File: config.mk
export PLATFORM = sky130hd
export DESIGN_NAME = ras_ckpt_stack
export DESIGN_NICKNAME = d
export VERILOG_FILES = /design/src/rtl/ras_ckpt_stack.sv
export SDC_FILE = /design/constraint.sdc
export NUM_CORES = 1
export LEC_CHECK = 0
export ABC_CLOCK_PERIOD_IN_PS = 3600
export CAP_MARGIN = 30
export CORE_UTILIZATION = 59
export DETAILED_ROUTE_END_ITERATION = 8
export PLACE_DENSITY = 0.89
export SYNTH_ARGS = -nofsm -noshare
export SYNTH_HDL_FRONTEND = slang
export SYNTH_SLANG_ARGS = --single-unit
File: constraint.sdc
create_clock -name clk_i -period 3.6 [get_ports clk_i]
set_input_delay 1.08 -clock clk_i [delete_from_list [all_inputs] [get_ports clk_i]]
set_output_delay 1.08 -clock clk_i [all_outputs]
set_load 0.02 [all_outputs]
File: src/rtl/ras_ckpt_stack.sv
// ras_ckpt_stack
// Return-address stack for the frontend branch predictor. It has circular
// overflow, a combined push+pop (replace top), and a FIFO of speculative
// checkpoints that is used to repair the stack after a mispredict.
//
// Ports
//   clk_i, rst_ni    clock, asynchronous active-low reset
//   flush_i          clear stack pointers and all checkpoints (entry data kept)
//   push_i, data_i   push a return address (call)
//   pop_i            pop the top entry (return)
//   data_o, valid_o  current top entry / stack non-empty
//   ckpt_i           take a checkpoint this cycle
//   ckpt_id_o        ID that a checkpoint taken this cycle receives
//   ckpt_full_o      no free checkpoint slot
//   restore_i        restore the stack from checkpoint restore_id_i
//   restore_id_i     checkpoint to restore; frees it and all younger ones
//   release_i        free the oldest checkpoint (branch resolved correctly)
//
// Optional feature (macro RAS_CKPT_STATS_EN) adds:
//   ovf_cnt_o        saturating count of pushes that overwrote the oldest entry
//   unf_cnt_o        saturating count of pops ignored on an empty stack
module ras_ckpt_stack #(
  parameter  int unsigned DEPTH   = 2,
  parameter  int unsigned VLEN    = 64,
  parameter  int unsigned NR_CKPT = 4,
  localparam int unsigned CW      = $clog2(NR_CKPT)
) (
  input  logic            clk_i,
  input  logic            rst_ni,
  input  logic            flush_i,
  input  logic            push_i,
  input  logic            pop_i,
  input  logic [VLEN-1:0] data_i,
  output logic [VLEN-1:0] data_o,
  output logic            valid_o,
  input  logic            ckpt_i,
  output logic [CW-1:0]   ckpt_id_o,
  output logic            ckpt_full_o,
`ifdef RAS_CKPT_STATS_EN
  output logic [15:0]     ovf_cnt_o,
  output logic [15:0]     unf_cnt_o,
`endif
  input  logic            restore_i,
  input  logic [CW-1:0]   restore_id_i,
  input  logic            release_i
);

  localparam int unsigned PW = (DEPTH > 1) ? $clog2(DEPTH) : 1;
  localparam int unsigned NW = $clog2(DEPTH + 1);

  logic [VLEN-1:0] mem_q [DEPTH];
  logic [VLEN-1:0] mem_d [DEPTH];
  logic [PW-1:0]   tos_q, tos_d;
  logic [NW-1:0]   cnt_q, cnt_d;

  logic [PW-1:0]   slot_tos_q [NR_CKPT];
  logic [PW-1:0]   slot_tos_d [NR_CKPT];
  logic [NW-1:0]   slot_cnt_q [NR_CKPT];
  logic [NW-1:0]   slot_cnt_d [NR_CKPT];
  logic [VLEN-1:0] slot_top_q [NR_CKPT];
  logic [VLEN-1:0] slot_top_d [NR_CKPT];

  logic [CW-1:0]   head_q, head_d;
  logic [CW-1:0]   tail_q, tail_d;
  logic [CW:0]     ckpt_cnt_q, ckpt_cnt_d;

`ifdef RAS_CKPT_STATS_EN
  logic [15:0]     ovf_q, ovf_d;
  logic [15:0]     unf_q, unf_d;
`endif

  logic [PW-1:0]   tos_inc;
  logic [PW-1:0]   tos_dec;
  logic            stack_full;
  logic            ckpt_full;
  logic            rel_ok;
  logic            ckpt_ok;
  logic [CW-1:0]   head_rel;

  assign data_o      = mem_q[tos_q];
  assign valid_o     = (cnt_q != '0);
  assign ckpt_id_o   = tail_q;
  assign ckpt_full_o = ckpt_full;
`ifdef RAS_CKPT_STATS_EN
  assign ovf_cnt_o   = ovf_q;
  assign unf_cnt_o   = unf_q;
`endif

  // Circular pointer arithmetic; DEPTH need not be a power of two.
  assign tos_inc    = (tos_q == PW'(DEPTH - 1)) ? '0 : tos_q + PW'(1);
  assign tos_dec    = (tos_q == '0) ? PW'(DEPTH - 1) : tos_q - PW'(1);
  assign stack_full = (cnt_q == NW'(DEPTH));
  assign ckpt_full  = (ckpt_cnt_q == (CW+1)'(NR_CKPT));

  // A release frees the head slot, which is what lets a checkpoint be
  // taken in the same cycle even when every slot is occupied.
  assign rel_ok   = release_i && (ckpt_cnt_q != '0);
  assign head_rel = head_q + (rel_ok ? CW'(1) : CW'(0));
  assign ckpt_ok  = ckpt_i && (!ckpt_full || rel_ok);

  // Next-state logic. Flush beats restore, and restore beats the normal
  // push/pop/checkpoint path. Release is honoured alongside restore so the
  // free count is measured from the already-advanced head.
  always_comb begin
    mem_d      = mem_q;
    tos_d      = tos_q;
    cnt_d      = cnt_q;
    slot_tos_d = slot_tos_q;
    slot_cnt_d = slot_cnt_q;
    slot_top_d = slot_top_q;
    head_d     = head_q;
    tail_d     = tail_q;
    ckpt_cnt_d = ckpt_cnt_q;
`ifdef RAS_CKPT_STATS_EN
    ovf_d      = ovf_q;
    unf_d      = unf_q;
`endif

    if (flush_i) begin
      tos_d      = '0;
      cnt_d      = '0;
      head_d     = '0;
      tail_d     = '0;
      ckpt_cnt_d = '0;
`ifdef RAS_CKPT_STATS_EN
      ovf_d      = '0;
      unf_d      = '0;
`endif
    end else if (restore_i) begin
      // The saved top value is written back because later pushes may have
      // overwritten that entry while the branch was speculative.
      tos_d                        = slot_tos_q[restore_id_i];
      cnt_d                        = slot_cnt_q[restore_id_i];
      mem_d[slot_tos_q[restore_id_i]] = slot_top_q[restore_id_i];
      head_d                       = head_rel;
      tail_d                       = restore_id_i;
      ckpt_cnt_d                   = {1'b0, restore_id_i - head_rel};
    end else begin
      if (push_i && pop_i) begin
        mem_d[tos_q] = data_i;
        if (cnt_q == '0) begin
          cnt_d = NW'(1);
        end
      end else if (push_i) begin
        tos_d          = tos_inc;
        mem_d[tos_inc] = data_i;
        if (!stack_full) begin
          cnt_d = cnt_q + NW'(1);
        end
`ifdef RAS_CKPT_STATS_EN
        else if (ovf_q != 16'hFFFF) begin
          ovf_d = ovf_q + 16'd1;
        end
`endif
      end else if (pop_i) begin
        if (cnt_q != '0) begin
          tos_d = tos_dec;
          cnt_d = cnt_q - NW'(1);
        end
`ifdef RAS_CKPT_STATS_EN
        else if (unf_q != 16'hFFFF) begin
          unf_d = unf_q + 16'd1;
        end
`endif
      end

      // Checkpoints capture the state as it was before this cycle's push/pop.
      if (ckpt_ok) begin
        slot_tos_d[tail_q] = tos_q;
        slot_cnt_d[tail_q] = cnt_q;
        slot_top_d[tail_q] = mem_q[tos_q];
        tail_d             = tail_q + CW'(1);
      end
      head_d     = head_rel;
      ckpt_cnt_d = ckpt_cnt_q + (ckpt_ok ? (CW+1)'(1) : (CW+1)'(0))
                              - (rel_ok  ? (CW+1)'(1) : (CW+1)'(0));
    end
  end

  // State registers.
  always_ff @(posedge clk_i or negedge rst_ni) begin
    if (!rst_ni) begin
      mem_q      <= '{default: '0};
      tos_q      <= '0;
      cnt_q      <= '0;
      slot_tos_q <= '{default: '0};
      slot_cnt_q <= '{default: '0};
      slot_top_q <= '{default: '0};
      head_q     <= '0;
      tail_q     <= '0;
      ckpt_cnt_q <= '0;
`ifdef RAS_CKPT_STATS_EN
      ovf_q      <= '0;
      unf_q      <= '0;
`endif
    end else begin
      mem_q      <= mem_d;
      tos_q      <= tos_d;
      cnt_q      <= cnt_d;
      slot_tos_q <= slot_tos_d;
      slot_cnt_q <= slot_cnt_d;
      slot_top_q <= slot_top_d;
      head_q     <= head_d;
      tail_q     <= tail_d;
      ckpt_cnt_q <= ckpt_cnt_d;
`ifdef RAS_CKPT_STATS_EN
      ovf_q      <= ovf_d;
      unf_q      <= unf_d;
`endif
    end
  end

endmodule

==> reports/qor.csv, run 1 <==
stage,metric,value,unit
setup_path,Worst R2R Setup Slack,0.96,ns
global_route,initial antenna violation count,2,
setup_path,crit path max fanout,21,
detailed_routing,Avg WL per Cell,21.6,um
cells_and_area,fill count,2139,
floorplanning,Initial Util,59.8,%
setup_path,"Largest stage delay, worst path",0.55,ns
placed_design,Placement Cell Area,22000,um2
cells_and_area,"most common cell after layout, fill and taps aside",dfrtp_1,
setup_path,crit path buf inv count,3,
setup_path,WP data required,2.52,ns
clock_network,CTS tree,built,
timing,setup TNS,0,ns
synthesis,syn avg cell area,10.3,um2
cells_and_area,"non-filler cells, final",2495,
timing,worst-margin pin slew,0.881,ns
floorplanning,Die W,186,um
cells_and_area,Final #Nets,2099,
synthesis,post-synth top area share,50.8,%
placed_design,IO buf count,141,
clock_network,# clock sinks,406,
timing,worst rel slew slack,41.3,%
power,leak pwr,10.3,nW
detailed_routing,First-pass DRT Iterations,8,
timing,Final min period,3.55,ns
timing,RSZ-0062 raised after global routing,yes,
synthesis,Synth Cell Area,20000,um2
synthesis,register area share after synthesis,50.8,%
cells_and_area,layout cells sized above 1,15.2,%
timing,Final Max Tran Viols,0,
run_status,status,"complete, no violations",
global_route,GR Util met3,6.48,%
min_path,type of the worst min-delay path,reg2reg,
detailed_routing,Post-Route WL,54000,um
synthesis,ys flop type,dfrtp_1,
run,max_cap viols,0,
global_route,vias in the first global route,16500,
floorplanning,number of placement rows,67,
global_route,first-pass GRT wire length,86100,um
power,Peak VDD IR,338,uV
floorplanning,num ports,142,
power,PwrDens,663,nW/um2
detailed_routing,drc violations,0,
global_route,grt met2 use,51.7,%
timing,part of the cycle the worst path needs,98.6,%
detailed_routing,Initial DRC Count,1555,
timing,final count of negative-setup-slack endpoints,0,
timing,Hold Fails Final Rpt,0,
cells_and_area,cell area after layout,23600,um2
setup_path,CP Capture Type,primary output,
placed_design,"worst slack, placed",0.0310,ns
clock_network,worst skew pair latency,0.53,ns
global_route,largest net degree at the start of global routing,95,
setup_path,Worst setup SP type,flip-flop,
clock_network,CTS Hold Buffers Added,0,
placed_design,HPWL after DPL,31300,um
global_route,met1 Resource Use GR,41.6,%
floorplanning,Core Area,33400,um2
floorplanning,die height,186,um
cells_and_area,most frequent cells in the layout,"405 x dfrtp_1, 384 x o21ai_0, 261 x nand2_1",
clock_network,clock buffer count from CTS,42,
clock_network,Clock transition at path regs,0.06,ns
timing,post-route setup slack,0.0510,ns
global_route,Total GRT Usage,31.9,%
detailed_routing,vias per std cell,6.43,
placed_design,GPL Wtd Cong,0.804,
global_route,most crowded layer after global routing,met2,
synthesis,yosys warns,0,
cells_and_area,area grow syn2layout,17.8,%
floorplanning,die area,34600,um2
detailed_routing,DRT antenna net count,0,
clock_network,H-tree depth,2,
synthesis,"Distinct cells, synth",37,
timing,worst setup skew after layout,0.0148,ns
detailed_routing,vias,16000,
timing,fmax,0.282,GHz
setup_path,crit path cell chain,"buf_12, mux2i_1, inv_1, clkdlybuf4s50_1",
global_route,GRT overflow,0,
synthesis,Post-synth EDFFs,0,
synthesis,fraction of registers with async set or reset after synthesis,100,%
setup_path,"CP delay by family, top",buffers and inverters,
synthesis,post-synth net total,2031,
clock_network,CTS Root Cell,clkbuf_16,
setup_path,critical path arrival,2.47,ns
synthesis,"top cells by area, synth","dfrtp_1 51%, o21ai_0 9.6%, mux4_2 7.4%",
synthesis,Yosys reg bits,406,
placed_design,dpl cells,2417,
synthesis,synthesized instance count,1948,
synthesis,post-synth top area cell,dfrtp_1,
setup_path,Slowest cell on crit path,dfrtp_4,
setup_path,kind of critical path,reg2out,
clock_network,CTS max path bufs,3,
[power breakdown]
group          internal (W)  switching (W)  leakage [nW]
logic               0.00195        0.00224          4.45
registers           0.00587       0.000832          5.10
clock network       0.00292        0.00182         0.741
[timing repair]
item,in CTS,in global routing
setup endpoints to repair,46,41
gates resized for setup,16,3
setup buffers,1,2
[cells in the mapped netlist, types with 2 or more instances]
| master | n |
|---|---|
| ha_1 | 8 |
| a2bb2oi_1 | 58 |
| nor2_1 | 134 |
| mux2i_1 | 68 |
| a2bb2oi_2 | 70 |
| dfrtp_1 | 406 |
| xor2_1 | 3 |
| mux2_2 | 15 |
| buf_2 | 43 |
| xnor2_1 | 5 |
| nor3_1 | 2 |
| o21ai_0 | 384 |
| nand2_1 | 261 |
| a211oi_4 | 2 |
| clkbuf_1 | 98 |
| buf_1 | 20 |
| inv_1 | 70 |
| a21oi_1 | 134 |
| nand4_1 | 4 |
| nor2b_1 | 69 |
| mux4_2 | 66 |
| buf_6 | 13 |
[worst min-delay path, cell delays in order (launching register included)]
cell and delay (ns):
dfrtp_1 0.34, nand2_1 0.04, o21ai_0 0.06
[per-layer routing]
layer,vias up,wire length (um)
li1,6924,-
met1,7983,20900
met2,969,26500
met3,170,4850
met4,0,1750
met5,-,0
[registers in the layout (all words and copies together) (netlist names)]
signal and cells:
tos_q 1, slot_cnt_q 8, slot_top_q 256, ckpt_cnt_q 3, mem_q 128, slot_tos_q 4, head_q 2, cnt_q 2
ckpt_id_o 2
[worst paths after layout]
check                           startpoint              end  cells past startpoint
min reg2reg                slot_top_q[111]  slot_top_q[111]                      2
min in group asynchronous           rst_ni         mem_q[7]                      1
max in group asynchronous           rst_ni   slot_top_q[64]                      2
max reg2reg                  ckpt_cnt_q[1]    ckpt_cnt_q[1]                     10
max                                  tos_q       data_o[35]                      4
min                        slot_top_q[111]  slot_top_q[111]                      2
[final cells by class]
type	instances	area, um2	area share [%]
clock inverters	18	300	1.27
diodes	2	5.00	0.0212
well taps	448	561	2.38
multi-input cells	1297	8880	37.7
inverters	70	263	1.11
flip-flops and latches	406	10200	43.1
clock buffers	55	1200	5.10
repair buffers	199	2200	9.33
[metrics by stage]
| step | total power (W) | hold slack (ns) | utilization [%] |
|---|---|---|---|
| floorplan | 0.00921 | 0.445 | - |
| global placement | 0.0104 | 0.456 | 65.6 |
| detailed placement | 0.0107 | 0.466 | 65.6 |
| CTS | 0.0156 | 0.479 | 70.3 |
| global route | 0.0163 | 0.502 | 70.5 |
| finish | 0.0156 | 0.477 | 70.5 |
[kinds of logic (layout without fill, tap and decap cells)]
logic type      count (synthesis)  in the layout  synth area share, %
flops                         406            406                 50.8
compound gates                657            657                 21.3
xor+xnor                        8              8                0.350
fa+ha+maj                       9              9                0.600
buf+inv                       245            342                 5.37
mux                           149            149                 11.7
simple gates                  474            474                 9.89
other cells                     0              2                    0
Power figures use the tool's default switching activity.
==> run 2, diff against run 1 <==
CORE_ASPECT_RATIO = 0.75   (was unset)
CORE_UTILIZATION = 64   (was 59)
DONT_BUFFER_PORTS = 1   (was unset)
SKIP_CTS_REPAIR_TIMING = 1   (was unset)
==> reports/qor.csv, run 2 (synthesis results as in run 1) <==
stage,metric,value,unit,change
cells_and_area,Final #Nets,1929,,-8.1%
timing,RSZ-0062 raised after global routing,no,,
clock_network,CTS max path bufs,3,,unchanged
cells_and_area,most frequent cells in the layout,"405 x dfrtp_1, 384 x o21ai_0, 261 x nand2_1",,
global_route,largest net degree at the start of global routing,407,,+330%
placed_design,GPL Wtd Cong,0.787,,-2.1%
cells_and_area,fill count,2023,,-5.4%
clock_network,# clock sinks,406,,unchanged
floorplanning,Initial Util,65.8,%,+6.0 points
floorplanning,die height,155,um,-17%
floorplanning,Die W,206,um,+11%
cells_and_area,"most common cell after layout, fill and taps aside",dfrtp_1,,
setup_path,crit path max fanout,32,,+52%
power,total power draw,0.0144,W,-7.7%
cells_and_area,Multi-input gate area,8810,um2,-0.80%
placed_design,IO buf count,0,,-100%
floorplanning,die area,32000,um2,-7.7%
detailed_routing,First-pass DRT Iterations,6,,-2
cells_and_area,layout cells sized above 1,13.6,%,-1.5 points
global_route,Total GRT Usage,32.9,%,+0.98 points
floorplanning,number of placement rows,55,,-18%
setup_path,Worst R2R Setup Slack,1.05,ns,+0.09 ns
power,leak pwr,9.45,nW,-8.2%
global_route,initial antenna violation count,2,,unchanged
setup_path,Worst setup SP type,flip-flop,,
clock_network,H-tree depth,2,,unchanged
cells_and_area,max reg flops,256,,unchanged
clock_network,CTS Root Cell,clkbuf_16,,
setup_path,"Largest stage delay, worst path",0.67,ns,+0.12 ns
detailed_routing,vias,15300,,-4.9%
setup_path,critical path startpoint,tos_q,,
timing,final count of negative-setup-slack endpoints,0,,unchanged
setup_path,CP Capture Type,primary output,,
setup_path,kind of critical path,reg2out,,
detailed_routing,Initial DRC Count,1747,,+12%
run,max_cap viols,0,,unchanged
run_status,status,"complete, no violations",,
timing,Hold Fails Final Rpt,0,,unchanged
timing,worst-margin pin slew,0.968,ns,+0.0871 ns
setup_path,R2R Path Start,ckpt_cnt_q[1],,
power,PwrDens,672,nW/um2,+1.4%
cells_and_area,Top reg by flops,slot_top_q,,
setup_path,r2r worst-path depth,10,,unchanged
power,Peak VDD IR,330,uV,-2.4%
setup_path,Slowest cell on crit path,dfrtp_4,,
setup_path,WP data required,2.52,ns,about the same
setup_path,crit path cell chain,"buf_12, mux2i_1, inv_1",,
setup_path,crit path buf inv count,2,,-1
clock_network,CTS tree,built,,
timing,Final Max Tran Viols,0,,unchanged
detailed_routing,Avg WL per Cell,22.5,um,+4.1%
cells_and_area,Register Area,10200,um2,unchanged
clock_network,worst skew pair latency,0.54,ns,about the same
detailed_routing,Post-Route WL,51300,um,-5.0%
placed_design,HPWL after DPL,28400,um,-9.2%
setup_path,critical path arrival,2.41,ns,-0.06 ns
timing,Final min period,3.49,ns,-0.0586 ns
timing,worst rel slew slack,35.4,%,-5.8 points
global_route,GRT overflow,0,,unchanged
cells_and_area,Top Registers,"slot_top_q x256, mem_q x128, slot_cnt_q x8",,
timing,part of the cycle the worst path needs,97.0,%,-1.6 points
detailed_routing,DRT antenna net count,0,,unchanged
cells_and_area,area grow syn2layout,7.25,%,
floorplanning,num ports,142,,unchanged
timing,fmax,0.287,GHz,+1.7%
global_route,first-pass GRT wire length,82500,um,-4.2%
detailed_routing,drc violations,0,,unchanged
clock_network,Clock transition at path regs,0.06,ns,about the same
timing,setup TNS,0,ns,unchanged
global_route,vias in the first global route,15500,,-6.1%
floorplanning,Core Area,30400,um2,-9.1%
detailed_routing,vias per std cell,6.71,,+4.3%
timing,worst setup skew after layout,0.0145,ns,-0.000263 ns
setup_path,"CP delay by family, top",flip-flops,,
min_path,type of the worst min-delay path,in2async,,
setup_path,terminus of the critical flop-to-flop path,ckpt_cnt_q[2],,
clock_network,clock buffer count from CTS,40,,-4.8%
-- run 2: cell types whose count changed in the layout (fill, tap and decap cells not counted), sizes merged --
| cell | delta |
|---|---|
| diode | -1 |
| bufinv | -4 |
| clkdlybuf4s50 | -135 |
| clkinvlp | -1 |
| clkinv | +4 |
| buf | -33 |
-- run 2: cell type report --
class	instances	share of cell area, %
multi-input combinational	1297	41.1
timing repair buffer	31	1.67
sequential	406	47.4
antenna	1	0.0117
clock inverter	17	0.892
tap	399	2.33
clock buffer	55	5.45
inverter	70	1.22
-- run 2: per-stage QoR --
stage / setup WS [ns] / cell area, um2 / cells / utilization, % / hold slack (ns)
floorplan: 0.488 / 20000 / 1948 / - / 0.445
global placement: 0.533 / 20100 / 2203 / 66.1 / 0.456
detailed placement: 0.506 / 20100 / 2203 / 66.1 / 0.467
CTS: 0.148 / 21500 / 2275 / 70.5 / 0.231
global route: 0.0828 / 21500 / 2276 / 70.5 / 0.225
finish: 0.110 / 21500 / 2276 / 70.5 / 0.238
-- run 2: worst register-to-register path: cells and delay by family (launching register included) --
family / cells / cell delay, ns
DFF: 1 / 0.46
buffers and inverters: 2 / 0.11
and+or+nand+nor: 3 / 0.82
adders and majority gates: 3 / 0.79
xor gates and xnor gates: 2 / 0.29
-- run 2: how the worst max path moves through the flow --
stage | slack (ns) | cells past startpoint | end
after global placement | 0.53 | 10 | ckpt_cnt_q[2]
final | 0.11 | 3 | data_o[23]
after detailed placement | 0.51 | 10 | ckpt_cnt_q[2]
after global routing | 0.08 | 3 | data_o[23]
after floorplan | 0.49 | 11 | ckpt_cnt_q[2]
after CTS | 0.15 | 3 | data_o[23]
-- run 2: metal layers --
layer  track usage [%]  up-vias  wire length [um]
li1                  -     6573                 -
met1              43.8     7662             19900
met2              53.1      875             24700
met3              6.72      151              4970
met4              13.5        2              1640
met5                 0        -                18
-- run 2: where the power goes --
group          internal (W)  switching, W
combinational       0.00149       0.00189
sequential          0.00587      0.000818
clock               0.00256       0.00180
total               0.00992       0.00450
==> run 3, diff against run 2 <==
PLACE_DENSITY = unset   (was 0.89)
PLACE_DENSITY_LB_ADDON = 0.12   (was unset)
==> reports/qor.csv, run 3 (synthesis results as in run 1) <==
stage,metric,value,unit,change
setup_path,R2R Path Start,tos_q,,
global_route,Total GRT Usage,32.3,%,-0.54 points
placed_design,IO buf count,0,,unchanged
detailed_routing,Initial DRC Count,1196,,-32%
cells_and_area,antenna cell count,0,,-1
timing,part of the cycle the worst path needs,96.1,%,-0.89 points
global_route,largest net degree at the start of global routing,407,,unchanged
cells_and_area,layout cells sized above 1,13.6,%,-0.078 points
clock_network,Clock transition at path regs,0.07,ns,about the same
timing,worst-margin pin slew,1.50,ns,+0.531 ns
clock_network,# clock sinks,406,,unchanged
floorplanning,die area,32000,um2,unchanged
detailed_routing,vias per std cell,6.44,,-4.0%
timing,Hold Fails Final Rpt,0,,unchanged
detailed_routing,drc violations,0,,unchanged
cells_and_area,Final Util,70.6,%,+0.078 points
setup_path,CP Capture Type,primary output,,
floorplanning,Core Area,30400,um2,unchanged
timing,RSZ-0062 raised after global routing,no,,
min_path,type of the worst min-delay path,in2async,,
clock_network,CTS tree,built,,
setup_path,kind of critical path,reg2out,,
setup_path,crit path max fanout,17,,-47%
cells_and_area,max reg flops,256,,unchanged
detailed_routing,vias,14600,,-4.2%
power,Peak VDD IR,440,uV,+33%
cells_and_area,most frequent cells in the layout,"405 x dfrtp_1, 384 x o21ai_0, 261 x nand2_1",,
detailed_routing,Avg WL per Cell,22.0,um,-2.3%
global_route,GRT overflow,0,,unchanged
cells_and_area,Top Registers,"slot_top_q x256, mem_q x128, slot_cnt_q x8",,
detailed_routing,DRT antenna net count,0,,unchanged
setup_path,WP data required,2.52,ns,about the same
setup_path,critical path startpoint,tos_q,,
timing,Final min period,3.46,ns,-0.0319 ns
setup_path,Worst R2R Setup Slack,1.01,ns,-0.04 ns
timing,Final Max Tran Viols,0,,unchanged
detailed_routing,Post-Route WL,50000,um,-2.6%
run,max_cap viols,0,,unchanged
timing,worst setup skew after layout,0.0122,ns,-0.00233 ns
cells_and_area,area grow syn2layout,7.37,%,
floorplanning,number of placement rows,55,,unchanged
floorplanning,Die W,206,um,unchanged
global_route,first-pass GRT wire length,80100,um,-2.9%
placed_design,HPWL after DPL,26500,um,-6.7%
timing,worst rel slew slack,0.0544,%,-35 points
power,leak pwr,9.44,nW,-0.13%
run_status,status,"complete, no violations",,
clock_network,worst skew pair latency,0.54,ns,about the same
cells_and_area,Top reg by flops,slot_top_q,,
cells_and_area,"most common cell after layout, fill and taps aside",dfrtp_1,,
floorplanning,die height,155,um,unchanged
clock_network,CTS max path bufs,3,,unchanged
placed_design,GPL Wtd Cong,0.736,,-6.5%
clock_network,clock buffer count from CTS,40,,unchanged
floorplanning,num ports,142,,unchanged
setup_path,critical path arrival,2.38,ns,-0.03 ns
timing,final count of negative-setup-slack endpoints,0,,unchanged
power,PwrDens,671,nW/um2,-0.18%
global_route,initial antenna violation count,0,,-2
clock_network,H-tree depth,2,,unchanged
floorplanning,Initial Util,65.8,%,unchanged
timing,fmax,0.289,GHz,+0.92%
detailed_routing,First-pass DRT Iterations,5,,-1
setup_path,Worst setup SP type,flip-flop,,
timing,setup TNS,0,ns,unchanged
cells_and_area,Final #Nets,1925,,-0.21%
clock_network,CTS Root Cell,clkbuf_16,,
global_route,vias in the first global route,14500,,-6.8%
## run 3: cell types whose count changed in the layout (fill, tap and decap cells not counted), moves of 2 or more
cell,previous run,this run
buf_4,21,17
bufinv_16,4,6
clkbuf_1,5,3
clkinv_2,12,8
clkinvlp_4,0,3
inv_6,0,2
## run 3: layout make-up
type                            count  area, um2
Inverter                           70        263
Multi-Input combinational cell   1297       8810
Tap cell                          399        499
Timing Repair Buffer               27        328
Clock inverter                     20        269
Clock buffer                       52       1150
Fill cell                        2251       8940
Sequential cell                   406      10200
## run 3: worst max-delay path, cell delays in order (launching register included)
cell and delay [ns]:
dfrtp_4 0.71, buf_4 0.33, mux2i_1 0.54, inv_1 0.24
## run 3: power breakdown
group	switching, W	total (W)	internal, W
clock network	0.00181	0.00450	0.00269
registers	0.000762	0.00663	0.00586
logic	0.00181	0.00329	0.00149
## run 3: worst paths after layout
path	end	cells after the start
max	data_o[15]	3
min	mem_q[14]	0
max reg2reg	mem_q[73]	6
min reg2reg	slot_top_q[48]	2
max in group asynchronous	tos_q	0
min in group clk_i	slot_top_q[48]	2
## run 3: per-stage QoR
step           setup slack, ns  cell area (um2)  std cells  power (W)  hold slack (ns)
2_1_floorplan            0.488            20000       1948    0.00921            0.445
3_3_place_gp             0.564            20100       2199    0.00974            0.456
3_5_place_dp             0.488            20100       2199    0.00995            0.465
4_1_cts                  0.176            21500       2271     0.0145            0.230
5_1_grt                 0.0904            21500       2271     0.0152            0.229
6_report                 0.142            21500       2271     0.0144            0.241
## run 3: layer usage
metal / up-vias / wire length, um / GRT usage, %
met5: - / 0 / 0
met4: 0 / 952 / 9.49
met3: 81 / 3940 / 6.37
met2: 597 / 23500 / 49.9
met1: 7367 / 21600 / 47.0
li1: 6570 / - / -
